<file path="src/rtl/otter_pkg.sv">
// Shared types for the Otter pipeline: PC-control FSM states, PC mux select codes, base opcodes.
package otter_pkg;

  typedef enum logic [1:0] {
    ST_RUN       = 2'd0,
    ST_SHADOW    = 2'd1,
    ST_INT_WAIT  = 2'd2,
    ST_INT_ENTER = 2'd3
  } pc_state_t;

  localparam logic [2:0] PCSEL_SEQ    = 3'b000;
  localparam logic [2:0] PCSEL_JALR   = 3'b001;
  localparam logic [2:0] PCSEL_BRANCH = 3'b010;
  localparam logic [2:0] PCSEL_JAL    = 3'b011;
  localparam logic [2:0] PCSEL_INTR   = 3'b100;
  localparam logic [2:0] PCSEL_MRET   = 3'b101;

  typedef enum logic [6:0] {
    OPC_LUI    = 7'b0110111,
    OPC_AUIPC  = 7'b0010111,
    OPC_JAL    = 7'b1101111,
    OPC_JALR   = 7'b1100111,
    OPC_BRANCH = 7'b1100011,
    OPC_LOAD   = 7'b0000011,
    OPC_STORE  = 7'b0100011,
    OPC_OP_IMM = 7'b0010011,
    OPC_OP     = 7'b0110011,
    OPC_SYSTEM = 7'b1110011
  } opcode_t;

endpackage

</file>
<file path="src/rtl/otter_sat_counter.sv">
// Saturating event counter: counts inc_i pulses, holds at all-ones.
module otter_sat_counter #(
  parameter int WIDTH = 16
) (
  input  logic             CLK,
  input  logic             RST_N,
  input  logic             inc_i,
  output logic [WIDTH-1:0] cnt_o
);

  logic [WIDTH-1:0] cnt_q, cnt_d;

  always_comb begin
    cnt_d = cnt_q;
    if (inc_i && (cnt_q != {WIDTH{1'b1}})) cnt_d = cnt_q + {{(WIDTH-1){1'b0}}, 1'b1};
  end

  always_ff @(posedge CLK or negedge RST_N) begin
    if (!RST_N) cnt_q <= '0;
    else        cnt_q <= cnt_d;
  end

  assign cnt_o = cnt_q;

endmodule

</file>
<file path="src/rtl/otter_pc_redirect_ctrl.sv">
// PC redirect / interrupt-entry controller: zero-latency EX redirects, one shadow cycle after each PC change.
// OTTER_REDIRECT_STATS_EN adds saturating REDIR_CNT / INT_CNT outputs.
module otter_pc_redirect_ctrl
  import otter_pkg::*;
(
  input  logic       CLK,
  input  logic       RST_N,
  input  logic       EX_VALID,
  input  logic [2:0] EX_PC_SRC,
  input  logic       STALL,
  input  logic       INTR,
  input  logic       MIE,
  output logic [2:0] PC_SEL,
  output logic       PC_WRITE,
  output logic       FLUSH_IF_ID,
  output logic       FLUSH_ID_EX,
  output logic       INT_TAKEN,
  output logic       IN_ISR
`ifdef OTTER_REDIRECT_STATS_EN
  , output logic [15:0] REDIR_CNT
  , output logic [15:0] INT_CNT
`endif
);

  pc_state_t  state_q, state_d;
  logic       pend_q, pend_d;
  logic       in_isr_q, in_isr_d;
  logic       redirect, pend_set;
  logic [2:0] pc_sel;
  logic       pc_write, flush, int_taken;

  assign redirect = ((state_q == ST_RUN) || (state_q == ST_INT_WAIT)) &&
                    EX_VALID && (EX_PC_SRC != PCSEL_SEQ) && !STALL;
  // INT_ENTER counts as in-handler so a held INTR cannot re-arm before IN_ISR rises.
  assign pend_set = INTR && MIE && !in_isr_q && (state_q != ST_INT_ENTER);

  always_comb begin
    state_d   = state_q;
    pend_d    = pend_q | pend_set;
    in_isr_d  = in_isr_q;
    pc_sel    = PCSEL_SEQ;
    pc_write  = !STALL;
    flush     = 1'b0;
    int_taken = 1'b0;
    case (state_q)
      ST_RUN: begin
        if (redirect)    state_d = ST_SHADOW;
        else if (pend_q) state_d = ST_INT_WAIT;
      end
      ST_INT_WAIT: begin
        if (redirect) state_d = ST_SHADOW;
        else if (!STALL) begin
          state_d = ST_INT_ENTER;
          pend_d  = 1'b0;
        end
      end
      ST_INT_ENTER: begin
        pc_sel    = PCSEL_INTR;
        pc_write  = 1'b1;
        flush     = 1'b1;
        int_taken = 1'b1;
        in_isr_d  = 1'b1;
        state_d   = ST_SHADOW;
      end
      ST_SHADOW: state_d = pend_q ? ST_INT_WAIT : ST_RUN;
      default:   state_d = ST_RUN;
    endcase
    if (redirect) begin
      pc_sel   = EX_PC_SRC;
      pc_write = 1'b1;
      flush    = 1'b1;
      if (EX_PC_SRC == PCSEL_MRET) in_isr_d = 1'b0;
    end
  end

  always_ff @(posedge CLK or negedge RST_N) begin
    if (!RST_N) begin
      state_q  <= ST_RUN;
      pend_q   <= 1'b0;
      in_isr_q <= 1'b0;
    end else begin
      state_q  <= state_d;
      pend_q   <= pend_d;
      in_isr_q <= in_isr_d;
    end
  end

  // Outputs are partly combinational, so reset must mask them directly.
  assign PC_SEL      = RST_N ? pc_sel : PCSEL_SEQ;
  assign PC_WRITE    = RST_N & pc_write;
  assign FLUSH_IF_ID = RST_N & flush;
  assign FLUSH_ID_EX = RST_N & flush;
  assign INT_TAKEN   = RST_N & int_taken;
  assign IN_ISR      = in_isr_q;

`ifdef OTTER_REDIRECT_STATS_EN
  otter_sat_counter #(.WIDTH(16)) u_redir_cnt (
    .CLK   (CLK),
    .RST_N (RST_N),
    .inc_i (redirect),
    .cnt_o (REDIR_CNT)
  );

  otter_sat_counter #(.WIDTH(16)) u_int_cnt (
    .CLK   (CLK),
    .RST_N (RST_N),
    .inc_i (int_taken),
    .cnt_o (INT_CNT)
  );
`endif

endmodule

</file>
<file path="config.mk">
export PLATFORM = sky130hd
export DESIGN_NAME = otter_pc_redirect_ctrl
export DESIGN_NICKNAME = d
export VERILOG_FILES = /design/src/rtl/otter_pkg.sv /design/src/rtl/otter_sat_counter.sv /design/src/rtl/otter_pc_redirect_ctrl.sv
export SDC_FILE = /design/constraint.sdc
export NUM_CORES = 1
export LEC_CHECK = 0
export ABC_CLOCK_PERIOD_IN_PS = 1100
export CAP_MARGIN = 20
export CORE_AREA = 2 2 39 41
export CTS_CLUSTER_DIAMETER = 30
export DETAILED_ROUTE_END_ITERATION = 10
export DIE_AREA = 0 0 41 43
export GPL_ROUTABILITY_DRIVEN = 0
export GPL_TIMING_DRIVEN = 0
export SLEW_MARGIN = 25
export SYNTH_ARGS = -nofsm -noshare
export SYNTH_HDL_FRONTEND = slang
export SYNTH_SLANG_ARGS = --single-unit
</file>
<file path="constraint.sdc">
create_clock -name CLK -period 1.1 [get_ports CLK]
set_input_delay 0.11 -clock CLK [delete_from_list [all_inputs] [get_ports CLK]]
set_output_delay 0.11 -clock CLK [all_outputs]
set_load 0.1 [all_outputs]
</file>
==> metrics.txt <==
top-area cell type share of the netlist area=0.406; pwr dens=2540 nW/um^2; nets@finish=64; status=complete, but fails checks; Final WS setup=-0.397 ns; Final HPWL DP=494 um; Hold WC Path Type=input pin to flip-flop; initial antenna violation count=0; Crit path required time=0.99 ns; Non-Filler Instances=70; most area-hungry cell type in the Yosys netlist=dfrtp_1; register area=106 sq um; Inserted Diodes=0; Die X=41 um; post-synthesis sequential area ratio=0.406; DRC Markers=0; via count=311; Setup Skew=0.00522 ns; Setup crit end kind=primary output; I/O pin count=17; Die Ht=43 um; Core Box Area=1380 sq um; post-DR wirelength/cell=10.9 um; DP Cell Count=59; CTS tree=yes; kind of critical path=flip-flop to primary output; RSZ-0062 raised after global routing=yes; failing checks=negative setup slack; Worst Tran Pin Value=0.307 ns; maximum VDD drop=1.40 mV; Cell variety after synth=16; synthesis-to-layout area growth=161%; Detail Route Antenna Nets=0; multi-input logic area=193 sq um; flops & latches, synth=4; fmax=668 MHz; worst relative slew slack=0.794; Final Max Slew Viols=0; Ys Warns=0; met3 global-route usage=0.0314; Netlist Area Pre-Place=246 sq um; gr usage total=0.121; largest net degree at the start of global routing=8; TritonCTS Buffers=3; fraction of layout cells with a size suffix above 1=0.611; count of final hold-check violations=0; Critical-path top delay cell=dfrtp_2; # rows=14; H-tree depth=1; DIE AREA=1760 sq um; met1 usage=0.150; first-pass iteration count of the detailed router=4; commonest non-fill, non-tap cells in the layout=buf_12, buf_4, dlygate4sd2_1; vias per cell=4.44; fin crit period=1.50 ns; Mean Syn Cell Area=9.13 sq um; PortBufs=16; CP most frequent cell=buf_12; top cells by area, synth=dfrtp_1, and3_1, a31oi_1; critical path's largest stage delay=0.43 ns; leakage=0.281 nW; clk slew on worst S/H paths=0.04 ns; Max clock buf depth=2; Post-Route WL=765 um; Fin Setup TNS=-2.76 ns; commonest non-fill, non-tap cell in the layout=buf_12; CTS sink cnt=4; Max Cap Viol=0; period utilization=1.36; fillcell total=134; Gate Count Post-Synth=27; met2 Use GR=0.166; crit path max fanout=4; DR iter-0 viols=5; Net Count, Synth=36; crit path launch type=flip-flop; Setup-failing EPs final=9; Root Buffer=clkbuf_4; Cell Chain, Critical Path=nor2_4 -> o311a_4 -> o21a_4 -> buf_12 -> buf_12; first-pass GRT wire length=1410 um; vias in the first global route=345; initial core utilization=0.178; gr ovfl total=0; later-pin clock latency in the skew report=0.24 ns; global route hottest layer=met2; crit path DAT=1.39 ns
[per-stage QoR]
stage          power (W)  setup slack [ns]  instance area (sq um)  utilization  hold WS [ns]
3_5_place_dp     0.00115             -1.43                    473        0.342         0.429
5_1_grt          0.00173            -0.452                    644        0.466         0.314
6_report         0.00164            -0.397                    644        0.466         0.281
4_1_cts          0.00157            -0.396                    622        0.449         0.275
3_3_place_gp     0.00115             -1.44                    473        0.342         0.425
2_1_floorplan   0.000966            -0.320                    293            -        -0.186
[cell usage after synthesis]
library cell	count
mux2i_1	1
a21boi_0	1
nor2_2	1
o21a_1	2
dfrtp_1	4
nor2_1	2
a21oi_1	1
a31oi_1	3
and3_1	4
o31ai_1	1
inv_1	2
o311a_1	1
and2_1	1
buf_4	1
a2bb2oi_1	1
nand2_1	1
[path summary, 6_finish.rpt]
check,startpoint,endpoint,slack [ns],cells past startpoint
max reg2reg,state_q[0],pend_q,-0.16,6
min reg2reg,pend_q,state_q[1],0.56,2
min,EX_PC_SRC[0],IN_ISR,0.28,2
max,state_q[0],FLUSH_IF_ID,-0.40,5
min in group asynchronous,RST_N,IN_ISR,0.57,2
max in group asynchronous,RST_N,state_q[0],0.34,2
[cells by family (layout without fill, tap and decap cells)]
group | after synthesis | count (layout) | synth area share
compound gates | 10 | 10 | 0.294
buf+inv | 3 | 30 | 0.0609
flops | 4 | 4 | 0.406
mux | 1 | 1 | 0.0406
simple gates | 9 | 9 | 0.198
[layout make-up]
class	count	area share
Buffer	1	0.0311
Clock buffer	4	0.0408
Inverter	2	0.0117
Multi-Input combinational cell	20	0.299
Sequential cell	4	0.165
Tap cell	16	0.0311
Timing Repair Buffer	23	0.421
[where the power goes]
group	switching, W	internal, W	total, W
combinational	0.000645	0.000464	0.00111
clock	0.0000626	0.000136	0.000199
sequential	0.0000931	0.000237	0.000330
[per-layer routing]
| metal | wire, um | vias up |
|---|---|---|
| met5 | 0 | - |
| met4 | 0 | 0 |
| met3 | 56 | 0 |
| met2 | 401 | 12 |
| met1 | 307 | 143 |
| li1 | - | 156 |
[flip-flops by register name (all words and copies together), names as in the netlist]
| register | flops |
|---|---|
| state_q | 2 |
| IN_ISR | 1 |
| pend_q | 1 |
[worst max-delay path, delay by kind of cell, from the launching register on]
family	cells	cell delay [ns]
AOI/OAI and AO/OA	2	0.36
buffers and inverters	2	0.25
DFF	1	0.43
and+or+nand+nor	1	0.11
[timing repair]
| action | 4_1_cts | 5_1_grt |
|---|---|---|
| pin swaps | 4 | 2 |
| endpoints found under the setup margin | 8 | 9 |
| resized for setup | 77 | 5 |
| setup buffers | 5 | 1 |
| hold buffers | 1 | 0 |
| endpoints found under the hold margin | 4 | 0 |
No activity file was read; power rests on OpenSTA's default activity.
